--- config.mk ---
export PLATFORM = sky130hd
export DESIGN_NAME = phase_sweep_gen
export DESIGN_NICKNAME = d
export VERILOG_FILES = /design/src/rtl/phase_sweep_gen.sv
export SDC_FILE = /design/constraint.sdc
export NUM_CORES = 1
export LEC_CHECK = 0
export ABC_AREA = 1
export ABC_CLOCK_PERIOD_IN_PS = 11120
export BUFFER_PORTS_ARGS = -buffer_cell sky130_fd_sc_hd__buf_2
export CAP_MARGIN = 25
export CORE_ASPECT_RATIO = 0.6
export CORE_MARGIN = 4
export CORE_UTILIZATION = 40
export CTS_CLUSTER_DIAMETER = 120
export DETAILED_ROUTE_END_ITERATION = 6
export HOLD_SLACK_MARGIN = 0.02
export PLACE_DENSITY = 0.66
export SLEW_MARGIN = 20
export SYNTH_ARGS = -nofsm -noshare
export SYNTH_HDL_FRONTEND = slang
export SYNTH_SLANG_ARGS = --single-unit
--- constraint.sdc ---
create_clock -name clk -period 11.12 [get_ports clk]
set_input_delay 1.668 -clock clk [delete_from_list [all_inputs] [get_ports clk]]
set_output_delay 1.668 -clock clk [all_outputs]
set_load 0.02 [all_outputs]
--- src/rtl/phase_sweep_gen.sv ---
// ============================================================================
// Module   : phase_sweep_gen
// Brief    : Phase-word source for the CORDIC sine/cosine generator. Emits
//            wrapped radian phase (signed 1.2.13) over a valid/ready stream,
//            either as a constant-increment tone or as a linear increment
//            sweep (chirp) with programmable dwell. The phase only advances
//            on accepted beats, so back-pressure never distorts the waveform.
// Options  : PHASE_OFFSET_EN - adds i_offset, a latched phase offset applied
//            combinationally to the output word (accumulator unaffected).
// Revision : 1.0 - initial release
// ============================================================================
`default_nettype none

module phase_sweep_gen #(
  parameter int PW = 16,
  parameter int DW = 16
) (
  input  logic          clk,
  input  logic          rst,
  input  logic          i_start,
  input  logic          i_abort,
  input  logic          i_mode,
  input  logic          i_loop,
  input  logic [PW-1:0] i_start_inc,
  input  logic [PW-1:0] i_stop_inc,
  input  logic [PW-1:0] i_step_inc,
  input  logic [DW-1:0] i_dwell,
`ifdef PHASE_OFFSET_EN
  input  logic [PW-1:0] i_offset,
`endif
  output logic [PW-1:0] m_phase_tdata,
  output logic          m_phase_tvalid,
  input  logic          m_phase_tready,
  output logic          m_phase_tlast,
  output logic          o_busy
);

  // +pi in 1.2.13 is 25736; the full turn is twice that.
  localparam int                    PI_VAL   = 25736;
  localparam logic signed [PW-1:0]  PI_POS   = PW'(PI_VAL);
  localparam logic signed [PW-1:0]  PI_NEG   = -PI_POS;
  localparam logic signed [PW+1:0]  PI_POS_X = (PW+2)'(PI_VAL);
  localparam logic signed [PW+1:0]  PI_NEG_X = -PI_POS_X;
  localparam logic signed [PW+1:0]  TWO_PI_X = (PW+2)'(2 * PI_VAL);

  typedef enum logic [1:0] {
    IDLE  = 2'd0,
    RUN   = 2'd1,
    DRAIN = 2'd2
  } state_t;

  // Limit an increment to one half-turn so a single wrap step always suffices.
  function automatic logic signed [PW-1:0] clamp_inc(input logic [PW-1:0] v);
    logic signed [PW-1:0] s;
    s = $signed(v);
    if (s > PI_POS)
      clamp_inc = PI_POS;
    else if (s < PI_NEG)
      clamp_inc = PI_NEG;
    else
      clamp_inc = s;
  endfunction

  // Add two in-range phases in PW+2 bits and fold the result back to [-pi, pi].
  function automatic logic signed [PW-1:0] wrap_add(input logic signed [PW-1:0] a,
                                                    input logic signed [PW-1:0] b);
    logic signed [PW+1:0] s;
    s = {{2{a[PW-1]}}, a} + {{2{b[PW-1]}}, b};
    if (s > PI_POS_X)
      s = s - TWO_PI_X;
    else if (s < PI_NEG_X)
      s = s + TWO_PI_X;
    wrap_add = s[PW-1:0];
  endfunction

  // True when stepping inc once more would carry it past stop (a zero step
  // ends the pass after a single dwell period).
  function automatic logic pass_end(input logic signed [PW-1:0] inc_v,
                                    input logic signed [PW-1:0] step_v,
                                    input logic signed [PW-1:0] stop_v);
    logic signed [PW:0] n;
    logic signed [PW:0] stop_x;
    n      = {inc_v[PW-1], inc_v} + {step_v[PW-1], step_v};
    stop_x = {stop_v[PW-1], stop_v};
    if (step_v == '0)
      pass_end = 1'b1;
    else if (!step_v[PW-1])
      pass_end = (n > stop_x);
    else
      pass_end = (n < stop_x);
  endfunction

  state_t               state;
  logic signed [PW-1:0] phase;
  logic signed [PW-1:0] inc;
  logic signed [PW-1:0] start_inc_q;
  logic signed [PW-1:0] stop_inc_q;
  logic signed [PW-1:0] step_inc_q;
  logic [DW-1:0]        dwell_max;
  logic [DW-1:0]        dwell_cnt;
  logic                 mode_q;
  logic                 loop_q;
  logic                 valid;
  logic                 last;
  logic                 busy;
`ifdef PHASE_OFFSET_EN
  logic signed [PW-1:0] offset_q;
`endif

  logic                 hs;
  logic                 dwell_wrap;
  logic [DW-1:0]        next_cnt;
  logic signed [PW-1:0] next_inc;
  logic signed [PW-1:0] next_phase;
  logic                 next_last;
  logic signed [PW-1:0] ld_start;
  logic signed [PW-1:0] ld_stop;
  logic signed [PW-1:0] ld_step;
  logic [DW-1:0]        ld_dmax;
  logic                 ld_last;

  // Next accumulator/sweep values for an accepted beat, plus the config
  // values that would be latched by a start pulse.
  always_comb begin
    hs         = valid && m_phase_tready;
    dwell_wrap = (dwell_cnt == dwell_max);
    next_cnt   = dwell_wrap ? '0 : dwell_cnt + DW'(1);
    next_inc   = inc;
    if (mode_q && dwell_wrap)
      next_inc = pass_end(inc, step_inc_q, stop_inc_q) ? start_inc_q : inc + step_inc_q;
    next_phase = wrap_add(phase, inc);
    next_last  = mode_q && (next_cnt == dwell_max) &&
                 pass_end(next_inc, step_inc_q, stop_inc_q);

    ld_start   = clamp_inc(i_start_inc);
    ld_stop    = clamp_inc(i_stop_inc);
    ld_step    = clamp_inc(i_step_inc);
    ld_dmax    = (i_dwell == '0) ? '0 : i_dwell - DW'(1);
    ld_last    = i_mode && (ld_dmax == '0) && pass_end(ld_start, ld_step, ld_stop);
  end

  // Control FSM with registered stream outputs; tlast is precomputed so it
  // is aligned with the beat it marks.
  always_ff @(posedge clk or posedge rst) begin
    if (rst) begin
      state       <= IDLE;
      phase       <= '0;
      inc         <= '0;
      start_inc_q <= '0;
      stop_inc_q  <= '0;
      step_inc_q  <= '0;
      dwell_max   <= '0;
      dwell_cnt   <= '0;
      mode_q      <= 1'b0;
      loop_q      <= 1'b0;
      valid       <= 1'b0;
      last        <= 1'b0;
      busy        <= 1'b0;
`ifdef PHASE_OFFSET_EN
      offset_q    <= '0;
`endif
    end else begin
      case (state)
        IDLE: begin
          valid <= 1'b0;
          busy  <= 1'b0;
          last  <= 1'b0;
          phase <= '0;
          // Abort dominates a simultaneous start.
          if (i_start && !i_abort) begin
            state       <= RUN;
            start_inc_q <= ld_start;
            stop_inc_q  <= ld_stop;
            step_inc_q  <= ld_step;
            dwell_max   <= ld_dmax;
            mode_q      <= i_mode;
            loop_q      <= i_loop;
            inc         <= ld_start;
            dwell_cnt   <= '0;
            last        <= ld_last;
            valid       <= 1'b1;
            busy        <= 1'b1;
`ifdef PHASE_OFFSET_EN
            offset_q    <= $signed(i_offset);
`endif
          end
        end
        RUN: begin
          if (hs) begin
            if (i_abort || (last && !loop_q)) begin
              state     <= IDLE;
              valid     <= 1'b0;
              busy      <= 1'b0;
              last      <= 1'b0;
              phase     <= '0;
              dwell_cnt <= '0;
            end else begin
              phase     <= next_phase;
              inc       <= next_inc;
              dwell_cnt <= next_cnt;
              last      <= next_last;
            end
          end else if (i_abort) begin
            state <= DRAIN;
          end
        end
        DRAIN: begin
          // Hold the pending beat untouched until the consumer takes it.
          if (hs) begin
            state     <= IDLE;
            valid     <= 1'b0;
            busy      <= 1'b0;
            last      <= 1'b0;
            phase     <= '0;
            dwell_cnt <= '0;
          end
        end
        default: begin
          state <= IDLE;
          valid <= 1'b0;
          busy  <= 1'b0;
          last  <= 1'b0;
        end
      endcase
    end
  end

`ifdef PHASE_OFFSET_EN
  assign m_phase_tdata  = wrap_add(phase, offset_q);
`else
  assign m_phase_tdata  = phase;
`endif
  assign m_phase_tvalid = valid;
  assign m_phase_tlast  = last;
  assign o_busy         = busy;

endmodule

`default_nettype wire

==> flow_summary.json <==
{
  "status": "complete, but fails checks",
  "cpPeakStageDelay_ps": 530,
  "place_inst": 2470,
  "yosys.area.top_type": "dfrtp_1",
  "hold_buffers": 0,
  "r2r-start": "inc[0]$_DFFE_PP0P_",
  "numCtsBuffers": 17,
  "clk_latency_ps": 440,
  "ys.warnings.count": 0,
  "grt_pass1_wl_um": 68500,
  "violations": "DRC",
  "ys_types": 44,
  "synth_nets": 2203,
  "vias_per_cell": 5.47,
  "cp_common_cell": "nand2_1",
  "synthFlopType": "dfrtp_1",
  "slowest_stage": "a21oi_1",
  "core_um2": 30500,
  "finalSetupTns_ps": 0,
  "finalSetupViolCount": 0,
  "timing.rr.end": "m_phase_tlast$_DFFE_PP0P_",
  "die-area_um2": 34400,
  "min_from": "start_inc_q[1]$_DFFE_PP0P_",
  "syn_area_per_cell_um2": 6.28,
  "critical_path.endpoint_type": "flop",
  "cap_violations": 0,
  "start_kind": "flop",
  "path_max_fanout": 17,
  "fin_crit_ps": 8220,
  "grt_usage": 0.249,
  "grt_max_degree": 95,
  "clock-sinks": 118,
  "synth_edf_count": 0,
  "layout_setup_ws_ps": 2900,
  "drc_errors": 38,
  "fin_skew_ps": 10.6,
  "drt_wl_total_um": 43900,
  "synthArstFlopShare": 1.00,
  "area_delta_synth_final_pct": 11.2,
  "timing_worst_setup_path_type": "reg -> reg",
  "tightest_slew_ps": 951,
  "antenna_found_initial": 0,
  "synth_top_area_share": 0.235,
  "period_share": 0.739,
  "die_h_um": 145,
  "peakVddDrop_v": 0.000206,
  "cts_resized": 0,
  "fin_cells": 2501,
  "vias": 13700,
  "die_x_um": 237,
  "cts_tree": "built",
  "io_pins": 90,
  "post_cts.repair.setup_buffers": 0,
  "r2r_cells": 53,
  "worstPathArrival_ps": 8550,
  "start_util": 0.413,
  "hold-path-endpoint": "start_inc_q[1]$_DFFE_PP0P_",
  "crit_required_ps": 11450,
  "nets": 2280,
  "power_density_nw_per_um2": 335,
  "clock.fmax_ghz": 0.122,
  "htree_levels": 4,
  "synth-seq-cells": 118,
  "min_path_type": "reg -> reg",
  "ys_seq_area_frac": 0.235,
  "layout-drive-gt1-share": 0.0903,
  "wl_per_cell_um": 17.5,
  "synth_cells": 2004,
  "grt_pass1_vias": 12100,
  "hold_depth": 2,
  "fill_cells": 3151,
  "cts_root_buf": "clkbuf_16",
  "preCtsSetupSlack_ps": 3280,
  "clk_pin_slew_ps": 60,
  "yosys-top-cells-area": "dfrtp_1 23%, nand2_1 20%, ha_1 12%, inv_1 7.8%, nand3_1 6.7%",
  "drt_pass1_iterations": 7,
  "p_leak_nw": 7.75,
  "final_cell_area_um2": 14000,
  "post-route-util": 0.459,
  "port_buffers": 89,
  "slew_viol_final": 0,
  "place_hpwl_um": 35300,
  "totalPowerFinal_mw": 4.69,
  "grt_overflow": 0,
  "synth_area_um2": 12600,
  "final-hold-violation-count": 0,
  "cts_buffer_depth": 2,
  "gp_congestion": 1.09,
  "r2r_slack_ps": 2900,
  "drt_iter0_drc": 1411,
  "slew_headroom": 0.365,
  "antenna_cells": 0,
  "row_count": 49,
  "antenna_left": 0,
  "postPlaceCellArea_um2": 13500,
  "worst_hold_slack_ps": 489,
  "rsz0062_at_grt": "false"
}
==> kinds of logic (layout without fill, tap and decap cells) <==
| logic type | count (synthesis) | after routing | synth area share |
|---|---|---|---|
| compound gates | 300 | 300 | 0.131 |
| xor+xnor | 67 | 67 | 0.0473 |
| fa+ha+maj | 128 | 128 | 0.130 |
| buf+inv | 314 | 403 | 0.0959 |
| flops | 118 | 118 | 0.235 |
| simple gates | 1077 | 1077 | 0.361 |
==> flip-flops by register name, indices dropped and copies added (netlist names) <==
register and cells:
state 2, stop_inc_q 16, step_inc_q 16, start_inc_q 16, m_phase_tlast 1, o_busy 1, inc 16, dwell_max 16
mode_q 1, dwell_cnt 16, m_phase_tdata 16, loop_q 1
==> final cells by class <==
cell class                      instances  area (um^2)  area share
Sequential cell                       118         2950       0.211
Inverter                              271         1020      0.0729
Clock buffer                           20          437      0.0312
Tap cell                              408          510      0.0365
Timing Repair Buffer                  101          556      0.0397
Multi-Input combinational cell       1572         8430       0.602
Clock inverter                         11         86.3     0.00617
==> cell usage in the layout, fill, tap and decap left out, types with 7 or more instances in the layout <==
cell type    n
buf_4       11
inv_1      261
nand3_1    168
clkbuf_16   17
a21oi_1    108
o211ai_1     7
ha_1       124
nand2_1    657
buf_2       89
or2_2       21
o21ai_0    129
clkinv_2     8
nand4_1     28
xor2_1      54
nor3_1      25
nor2_1     137
nor4_1      14
nand2_2     13
dfrtp_1    118
xnor2_1     12
o22ai_1     15
==> worst max-delay path: cells and delay by family (launching register included) <==
family	cells	cell delay, ps
AO/OA/AOI/OAI	8	1770
adder cells (fa/ha/maj)	6	1660
flip-flops	1	420
buffers and inverters	3	160
AND/OR/NAND/NOR	36	4070
==> report_power, final <==
group	total [mW]	leakage [nW]	internal, mW	switching (mW)
combinational	3.38	5.97	1.10	2.28
sequential	0.786	1.52	0.590	0.196
clock	0.518	0.263	0.302	0.217
total	4.69	7.75	2.00	2.69
==> synthesized netlist by cell type, types with 14 or more instances <==
cell type  instances
nand2_1          657
or2_2             21
nand3_1          168
nor3_1            25
xor2_1            54
o22ai_1           15
ha_1             124
inv_1            263
nor2_1           138
clkbuf_1          33
o21ai_0          129
nor4_1            14
nand4_1           28
a21oi_1          108
dfrtp_1          118
==> worst max-delay path by stage <==
stage	from	endpoint	slack, ps	cells after the start
CTS	inc[0]$_DFFE_PP0P_	m_phase_tlast$_DFFE_PP0P_	3230	52
global placement	inc[0]$_DFFE_PP0P_	m_phase_tlast$_DFFE_PP0P_	3520	51
detailed placement	inc[0]$_DFFE_PP0P_	m_phase_tlast$_DFFE_PP0P_	3280	52
finish	inc[0]$_DFFE_PP0P_	m_phase_tlast$_DFFE_PP0P_	2900	53
global route	inc[0]$_DFFE_PP0P_	m_phase_tlast$_DFFE_PP0P_	2160	53
floorplan	inc[0]$_DFFE_PP0P_	m_phase_tlast$_DFFE_PP0P_	4810	52
==> metal layers <==
metal / global-route usage / routed length (um) / vias to the layer above
li1: - / - / 6680
met1: 0.408 / 22300 / 6331
met2: 0.314 / 15900 / 622
met3: 0.0777 / 5320 / 36
met4: 0.0367 / 355 / 0
met5: 0 / 0 / -
No activity file was read; power rests on OpenSTA's default activity.
